<file path="src/rtl/count_sequencer_pkg.sv">
// Shared types and constants for the count sequencer.
// State encoding, default terminal count and phase thresholds.
package count_sequencer_pkg;

  typedef enum logic [1:0] {
    S_IDLE  = 2'd0,
    S_RUN   = 2'd1,
    S_PAUSE = 2'd2,
    S_DONE  = 2'd3
  } state_e;

  localparam int DEFAULT_LIMIT = 6;
  localparam int PHASE_MAX     = 6;

  localparam int PH_T1 = 1;
  localparam int PH_T2 = 2;
  localparam int PH_T3 = 3;
  localparam int PH_T4 = 4;
  localparam int PH_T5 = 5;

endpackage

</file>
<file path="src/rtl/count_sequencer_phase_decode.sv">
// Combinational stage-code decode of the step count.
// Counts at or above the last threshold saturate to PHASE_MAX.
module phase_decode
  import count_sequencer_pkg::*;
#(
  parameter int CNT_W = 16
) (
  input  logic [CNT_W-1:0] count_i,
  output logic [2:0]       phase_o
);

  always_comb begin
    phase_o = 3'(PHASE_MAX);
    unique case (1'b1)
      (count_i >= CNT_W'(PH_T5)): phase_o = 3'(PHASE_MAX);
      (count_i == CNT_W'(PH_T4)): phase_o = 3'd5;
      (count_i == CNT_W'(PH_T3)): phase_o = 3'd4;
      (count_i == CNT_W'(PH_T2)): phase_o = 3'd3;
      (count_i == CNT_W'(PH_T1)): phase_o = 3'd2;
      (count_i == '0):            phase_o = 3'd1;
      default:                    phase_o = 3'(PHASE_MAX);
    endcase
  end

endmodule

</file>
<file path="src/rtl/count_sequencer.sv">
// Start/pause/abort step sequencer counting up to a latched limit.
// Emits a one-cycle done pulse on normal completion.
module count_sequencer #(
  parameter int CNT_W         = 16,
  parameter int DEFAULT_LIMIT = count_sequencer_pkg::DEFAULT_LIMIT
) (
  input  logic             clk_i,
  input  logic             rst_ni,
  input  logic             start_i,
  input  logic [CNT_W-1:0] limit_i,
  input  logic             pause_i,
  input  logic             abort_i,
  output logic             busy_o,
  output logic             done_o,
  output logic [CNT_W-1:0] count_o,
  output logic [2:0]       phase_o
);

  import count_sequencer_pkg::*;

  state_e           state_q, state_d;
  logic [CNT_W-1:0] cnt_q, cnt_d;
  logic [CNT_W-1:0] lim_q, lim_d;

  always_ff @(posedge clk_i or negedge rst_ni) begin
    if (!rst_ni) begin
      state_q <= S_IDLE;
      cnt_q   <= '0;
      lim_q   <= CNT_W'(DEFAULT_LIMIT);
    end else begin
      state_q <= state_d;
      cnt_q   <= cnt_d;
      lim_q   <= lim_d;
    end
  end

  always_comb begin
    state_d = state_q;
    cnt_d   = cnt_q;
    lim_d   = lim_q;
    if (abort_i) begin
      state_d = S_IDLE;
      cnt_d   = '0;
    end else begin
      unique case (state_q)
        S_IDLE: begin
          if (start_i) begin
            lim_d   = (limit_i == '0) ? CNT_W'(DEFAULT_LIMIT)
                                      : limit_i;
            cnt_d   = '0;
            state_d = S_RUN;
          end
        end
        S_RUN: begin
          if (pause_i) begin
            state_d = S_PAUSE;
          end else if (cnt_q == lim_q) begin
            state_d = S_DONE;
          end else begin
            cnt_d = cnt_q + CNT_W'(1);
          end
        end
        S_PAUSE: begin
          // resume costs one cycle without an increment
          if (!pause_i) state_d = S_RUN;
        end
        S_DONE: state_d = S_IDLE;
        default: state_d = S_IDLE;
      endcase
    end
  end

  assign busy_o  = (state_q == S_RUN) || (state_q == S_PAUSE);
  assign done_o  = (state_q == S_DONE);
  assign count_o = cnt_q;

  phase_decode #(
    .CNT_W (CNT_W)
  ) u_phase (
    .count_i (cnt_q),
    .phase_o (phase_o)
  );

endmodule

</file>
<file path="config.mk">
export PLATFORM = sky130hd
export DESIGN_NAME = count_sequencer
export DESIGN_NICKNAME = d
export VERILOG_FILES = /design/src/rtl/count_sequencer_pkg.sv /design/src/rtl/count_sequencer_phase_decode.sv /design/src/rtl/count_sequencer.sv
export SDC_FILE = /design/constraint.sdc
export NUM_CORES = 1
export LEC_CHECK = 0
export CAP_MARGIN = 25
export CELL_PAD_IN_SITES_DETAIL_PLACEMENT = 0
export CELL_PAD_IN_SITES_GLOBAL_PLACEMENT = 2
export CORE_ASPECT_RATIO = 0.8
export CORE_MARGIN = 1.5
export CORE_UTILIZATION = 40
export DETAILED_ROUTE_END_ITERATION = 16
export DONT_BUFFER_PORTS = 1
export PLACE_DENSITY_LB_ADDON = 0.05
export SETUP_SLACK_MARGIN = 0.1
export SYNTH_ARGS = -nofsm -noshare
export SYNTH_HDL_FRONTEND = slang
export SYNTH_SLANG_ARGS = --single-unit
</file>
<file path="constraint.sdc">
create_clock -name clk_i -period 3.6 [get_ports clk_i]
set_clock_uncertainty 0.15 [all_clocks]
set_input_delay 0.9 -clock clk_i [delete_from_list [all_inputs] [get_ports clk_i]]
set_output_delay 0.9 -clock clk_i [all_outputs]
set_load 0.05 [all_outputs]
</file>
* Word-level counts from Yosys, hierarchy flattened
Index checks and enable logic that the tools add are counted.
** Word-level totals
- Flip-flop bits (word level) :: 34
- Bits in latches :: 0
- Bits in writable memories :: 0
- Bits in read-only memories :: 0
- Output and inout port bits :: 21
- Word-level logic and storage cells :: 39
- Memories :: 0
** Cells by class
- Add/subtract/negate cells :: 1
- Multiply operators :: 0
- Divide/modulo/power cells :: 0
- $lt $le $gt $ge :: 0
- Equality and inequality tests :: 13
- Shift-type cells :: 0
- Multiplexer cells :: 13
- Bitwise gates (word level) :: 1
- Reduce and logical (&&, ||, !) cells :: 8
** Operator list (number)
- two-way mux 16 bit :: 5
- equality test 16 x 2 -> 1 bit (second input constant) :: 2
- logical NOT 16 bit :: 2
- case mux 16 bit (2 select lines) :: 1
- adder 16 x 1 -> 16 bit (second input constant) :: 1
- equality test 16 x 1 -> 1 bit (second input constant) :: 1
- equality test 16 bit :: 1
- equality test 16 x 3 -> 1 bit (second input constant) :: 1
- case mux 3 bit (5 select lines) :: 1
- inequality test 3 bit (second input constant) :: 4
- two-way mux 2 bit :: 5
- case mux 2 bit (4 select lines) :: 1
- AND reduction 3 bit :: 2
- equality test 2 bit (second input constant) :: 2
- inequality test 4 bit (second input constant) :: 1
- AND reduction 4 bit :: 1
- nonzero test 3 bit :: 1
- equality test 2 x 1 -> 1 bit (second input constant) :: 1
- logical NOT 2 bit :: 1
- logical OR 1 bit :: 1
- inverter 1 bit :: 1

* Depth between registers and ports, before layout
Gate-level depths: netlist of run 1.
- Depth in word-level cells :: 5
- Mapped depth :: 8

* Modules after synthesis
A second synthesis of run 1 with hierarchy kept.
** Unflattened totals
- Cell total of the unflattened synthesis :: 224
- Area total of the unflattened synthesis :: 2044.5 um^2
** Modules (own cells, without submodules)
- count_sequencer :: times used 1, cells each 213, area an instance 1981.9 um^2, seq. area each 853.3 um^2
- phase_decode :: times used 1, cells each 11, area an instance 62.6 um^2, seq. area each 0.0 um^2

* Worst setup path before layout of run 1
OpenSTA, ideal clock, no wires.
- Kind :: reg2out
- From :: register cnt_q[5], in the netlist count_o[5]
- To :: output phase_o[2]
- Arrival time :: 1.927 ns
- Path slack :: 0.623 ns
- Stages on the path, launching flop included :: 5
- Path buffers :: 1
- Cells stage by stage :: dfrtp_1 -> buf_4 -> nor4_1 -> nand4_1 -> or4_1
** Between the ends
- Longest elaborated chain between the ends :: 2
- Elaborated cells between the ends (all ways) :: 6
** RTL lines
- from (decl) :: RTL line count_sequencer.sv:22 : logic [CNT_W-1:0] cnt_q, cnt_d;
- from (signal assigned) :: RTL line count_sequencer.sv:32 : cnt_q <= cnt_d;
- equality test 16 x 1 -> 1 bit, or another cell as far along :: RTL line count_sequencer_phase_decode.sv:19 : (count_i == CNT_W'(PH_T1)): phase_o = 3'd2;
- case mux 3 bit (5 select lines) * :: RTL line count_sequencer_phase_decode.sv:14 : unique case (1'b1)
- to (decl) :: RTL line count_sequencer.sv:16 : output logic [2:0] phase_o
Mark *: on every way between the ends. The rest lies on a longest branch, timed or not.

* Worst setup path in the final report of run 1
Same ends and word-level chain as after synthesis.

==> run metrics, run 1 <==
Final min period=3140 ps; drt total wl=6.16 mm; Switch Pwr=0.612 mW; Clock transition at path regs=80 ps; outcome=completed; FF+latch area=853 µm²; Post-Syn Instances=251; Seq/Total Area, Yosys=39.0%; worst-margin pin slew=727 ps; RSZ-0062 raised after global routing=no; die height=69.2 µm; crit-path max cell delay=780 ps; largest net degree at the start of global routing=35; Antenna diodes=0; first-pass GRT wire length=9.82 mm; Seq pwr share=39.2%; area growth from synthesis to layout=8.58%; All-Layer GR Usage=21.3%; critical path class=reg -> out; Setup-failing EPs final=0; CTS Buf Count=5; Int Power=0.842 mW; CP top delay family=simple AND/OR/NAND/NOR gates; TritonCTS clock tree=built; hold-fix buffers at CTS=0; layout cells sized above 1=13.8%; Max-Cap Viols=0; Syn Nets=280; die area=5930 µm²; final net count=288; Top-Level Pins=42; Slew headroom=51.5%; power per cell area=612 nW/µm²; gp weighted congestion=0.834; row count=23; Final Hold Fails=0; area of the multi-input gates=1170 µm²; DIE WIDTH=85.7 µm; vias in the first global route=1,835; Syn. warnings=0; critical path's slowest cell=or4_1; clock network fraction of design power=20.3%; Logic pwr share=40.5%; initial antenna violation count=0; max frequency=0.319 GHz; Leakage=1.11 nW; post-route clock period utilization=87.2%; H-tree Lvls=2; CP required=2550 ps; total number of vias=1,898; Hold Path Class=in -> async; CP cell instances=nor4_1 > nand4_1 > or4_1; flops & latches, synth=34; Design Power=1.45 mW; Final ANT Viol Nets=0; Buf+Inv Stages, Crit Path=0; Avg Vias per Cell=5.89; syn avg cell area=8.72 µm²; clock tree buffer depth=2; final core occ=46.1%; Initial Utilization=42.5%; Post-CTS Setup Repair Bufs=0; crit start category=flop; gr ovfl total=0; Synth cell types=42; Mapped Area=2190 µm²; post-DP HPWL=4.56 mm; clk_lat worst skew=290 ps; CTS Sinks=34; VDD IR max=0.000344 V; port bufs=0; Core Region=5150 µm²; clock root buffer=clkbuf_8; DRC=0; wire length per cell=19.1 µm; Slew Limit Fails=0; Fin Setup TNS=0 ps; fill count=528; CP Max Fanout=3; drt first-iter violations=135; WP data arrival=2090 ps; element type at the critical path end=output pin; Sw Share=42.1%; post_cts resized=0; drt pass-1 iters=4
[cell type report]
type,count,area share [%]
tap,62,3.26
timing repair buffer,18,5.69
clock inverter,1,0.211
multi-input combinational,188,49.4
inverter,12,1.90
clock buffer,7,3.63
sequential,34,35.9
[stage by stage]
stage / cells / hold WS [ps] / setup WS (ps) / area, µm²
2_1_floorplan: 251 / 315 / 623 / 2190
3_5_place_dp: 314 / 335 / 802 / 2280
5_1_grt: 322 / 128 / 385 / 2380
3_3_place_gp: 314 / 334 / 810 / 2280
4_1_cts: 322 / 139 / 485 / 2380
6_report: 322 / 143 / 463 / 2380
[Yosys cell counts]
cell,number,area share [%]
mux2i_1,1,0.46
buf_2,3,0.69
ha_1,8,4.6
a211oi_1,1,0.34
nor4_1,7,2.0
o2111ai_1,2,0.80
clkbuf_1,7,1.2
o22a_1,3,1.2
a211oi_2,1,0.57
nand4_1,7,2.0
o31ai_2,1,0.57
inv_1,12,2.1
o21bai_2,1,0.51
o311ai_1,6,2.4
buf_6,6,3.1
nand3_1,7,1.6
or4_1,1,0.34
a31oi_1,7,2.0
or4b_1,1,0.46
nor2b_1,2,0.57
or2_2,1,0.29
nand2b_1,1,0.29
nand2_1,56,9.6
nor4_2,4,2.3
nor3_1,5,1.1
o31ai_1,9,3.1
a21oi_1,11,2.5
o21bai_1,1,0.34
dfstp_2,2,2.4
o221ai_1,1,0.40
o21ai_1,1,0.23
o21ai_0,1,0.23
xor2_1,16,6.4
buf_4,1,0.34
nor2_2,1,0.29
dfrtp_1,32,37
nor2_1,12,2.1
a2bb2oi_1,1,0.40
and4_1,2,0.80
o211ai_1,5,1.7
or3_1,1,0.29
o22ai_1,3,0.86
[worst reg2reg max path: cells and delay by family, from the launching register on]
kind,cells,cell delay (ps)
adders and majority gates,1,430
DFF,1,400
and+or+nand+nor,3,1200
buffers and inverters,1,110
AOI/OAI and AO/OA,1,310
[cell families after synthesis]
kind of cell | Yosys count | share of synthesized area [%]
xor+xnor | 16 | 6.40
buf+inv | 29 | 7.38
fa+ha+maj | 8 | 4.57
compound gates | 55 | 18.2
flops | 34 | 39.0
simple gates | 108 | 24.0
mux | 1 | 0.457
[registers in the layout (all words and copies together), names as in the netlist]
name     flops
state_q      2
lim_q       16
count_o     16
[worst paths after layout]
check / to / startpoint / slack (ps) / cells after the start
setup / recovery: phase_o[2] / count_o[5] / 460 / 3
hold / removal: count_o[1] / rst_ni / 140 / 0
setup reg to reg: count_o[4] / state_q[1] / 890 / 6
hold reg to reg: lim_q[15] / lim_q[15] / 350 / 2
max in group asynchronous: lim_q[1] / rst_ni / 2970 / 0
min in group clk_i: lim_q[15] / lim_q[15] / 350 / 2
[routing by layer]
layer	vias to the layer above	track usage, %	part of all wire (%)
met3	6	6.35	7.6
met5	-	0	0
li1	911	-	-
met4	0	3.23	0.76
met2	72	30.8	44
met1	909	31.8	48
[layout by cell type (no fill, tap or decap), types with 2 or more instances in the layout]
cell	netlist	final
nor2b_1	2	2
a31oi_1	7	7
nand4_1	7	7
and4_1	2	2
o311ai_1	6	6
nor3_1	5	5
nor2_1	12	12
dfrtp_1	32	32
o211ai_1	5	5
inv_1	12	12
dfstp_2	2	2
a21oi_1	11	11
nor4_2	4	4
o2111ai_1	2	2
nor4_1	7	7
clkbuf_8	0	6
nand2_1	56	56
o22a_1	3	3
xor2_1	16	16
buf_4	1	18
ha_1	8	8
o22ai_1	3	3
nand3_1	7	7
o31ai_1	9	9
[power groups by stage]
stage / clock network, mW / logic (mW) / registers, mW
5_1_grt: 0.327 / 0.640 / 0.586
4_1_cts: 0.305 / 0.587 / 0.573
3_5_place_dp: 0 / 0.583 / 0.580
3_3_place_gp: 0 / 0.574 / 0.576
6_report: 0.296 / 0.588 / 0.570
2_1_floorplan: 0 / 0.454 / 0.576
No activity file was read; power rests on OpenSTA's default activity.
==> run 2, diff against run 1 <==
Settings changed: CORE_UTILIZATION 40 to 25.
==> run 2 against run 1 <==
Hold slack improved by 9.1 ps. Critical path depth did not move. Sequential share of layout area fell by 1.2 points. Die area rose by 57%. Clock power rose by 1%. First-iteration DRC count fell by 47%. Sequential power barely moved. Flip-flop and latch count did not move. Largest power group unchanged. Cell area rose by 3.5%.
==> run metrics, run 2 (same netlist as run 1, synthesis figures left out) <==
commonest non-fill, non-tap cell in the layout=nand2_1 (unchanged); final net count=290 (was 288); clk_lat worst skew=280 ps (was 290 ps); TritonCTS clock tree=built (unchanged); vias in the first global route=1,890 (was 1,835); power per cell area=603 nW/µm² (was 612 nW/µm²); All-Layer GR Usage=16.6% (was 21.3%); clock tree buffer depth=2 (unchanged); Hold Path Class=in -> async (unchanged); CP Max Fanout=3 (unchanged); Leakage=1.12 nW (was 1.11 nW); Clock transition at path regs=70 ps (was 80 ps); Slew headroom=40.2% (was 51.5%); commonest cells after routing, fill and taps aside=nand2_1, dfrtp_1, buf_4 (unchanged); Top-Level Pins=42 (unchanged); Post-CTS Setup Repair Bufs=0 (unchanged); CTS Buf Count=5 (unchanged); Fin Setup TNS=0 ps (unchanged); final core occ=29.0% (was 46.1%); hold-fix buffers at CTS=0 (unchanged); Avg Vias per Cell=5.08 (was 5.89); Final min period=3160 ps (was 3140 ps); post-route clock period utilization=87.8% (was 87.2%); first-pass GRT wire length=11.4 mm (was 9.82 mm); wire length per cell=19.5 µm (was 19.1 µm); Design Power=1.48 mW (was 1.45 mW); die area=9330 µm² (was 5930 µm²); worst hold slack=152 ps (was 143 ps); row count=30 (was 23); post-DP HPWL=5.35 mm (was 4.56 mm); critical path class=reg -> out (unchanged); Final ANT Viol Nets=0 (unchanged); port bufs=0 (unchanged); max frequency=0.316 GHz (was 0.319 GHz); RSZ-0062 raised after global routing=no (unchanged); worst-margin pin slew=894 ps (was 727 ps); DP Worst Slack=767 ps (was 802 ps); Antenna diodes=0 (unchanged); WP data arrival=2110 ps (was 2090 ps); Slew Limit Fails=0 (unchanged); Worst R2R Setup Slack=860 ps (was 890 ps); Final Hold Fails=0 (unchanged); post_cts resized=0 (unchanged); outcome=completed (unchanged); crit start category=flop (unchanged); largest net degree at the start of global routing=35 (unchanged); area growth from synthesis to layout=12.4% (was 8.58%); H-tree Lvls=2 (unchanged); DRC=0 (unchanged); CP required=2550 ps (about the same); Initial Utilization=25.8% (was 42.5%); layout cells sized above 1=14.9% (was 13.8%); gp weighted congestion=0.727 (was 0.834); drt first-iter violations=72 (was 135); drt pass-1 iters=4 (unchanged); Setup-failing EPs final=0 (unchanged); drt total wl=7.29 mm (was 6.16 mm); clock root buffer=clkbuf_8 (unchanged); Max-Cap Viols=0 (unchanged); CTS Sinks=34 (unchanged); die height=86.7 µm (was 69.2 µm); Core Region=8480 µm² (was 5150 µm²); gr ovfl total=0 (unchanged); element type at the critical path end=output pin (unchanged); DIE WIDTH=108 µm (was 85.7 µm); initial antenna violation count=0 (unchanged); worst setup margin=439 ps (was 463 ps); total number of vias=1,900 (was 1,898); VDD IR max=0.000164 V (was 0.000344 V)
run 2: path summary, 6_finish.rpt:
check                      cells after the start          end  startpoint
max                                            3   phase_o[2]  count_o[5]
min                                            0   count_o[1]      rst_ni
max reg2reg                                    6  count_o[14]  count_o[3]
min reg2reg                                    2    lim_q[11]   lim_q[11]
max in group asynchronous                      0     lim_q[2]      rst_ni
min in group clk_i                             2    lim_q[11]   lim_q[11]
run 2: worst max-delay path: stages (launching register included):
cell and delay (ps):
dfrtp_1 380, nor4_1 430, nand4_1 240, or4_1 780
run 2: through the flow:
step / instance area [µm²] / std cells
floorplan: 2190 / 251
global placement: 2370 / 366
detailed placement: 2370 / 366
CTS: 2460 / 374
global route: 2460 / 374
finish: 2460 / 374
run 2: power breakdown:
group	total, mW	switching (mW)	internal (mW)
registers	0.573	0.0799	0.494
clock network	0.300	0.145	0.155
logic	0.610	0.412	0.198
total	1.48	0.637	0.846
run 2: final cells by class:
class | instances | area, µm²
Fill cell | 951 | 6020
Clock inverter | 1 | 5.00
Timing Repair Buffer | 20 | 150
Clock buffer | 7 | 86.3
Tap cell | 112 | 140
Sequential cell | 34 | 853
Inverter | 12 | 45.0
Multi-Input combinational cell | 188 | 1180
run 2: per-layer routing:
layer	track usage (%)	vias up	part of all wire [%]
met5	0	-	0
met1	25.2	933	52
met3	3.53	2	4.6
met2	23.9	39	43
li1	-	926	-
met4	3.59	0	0.43
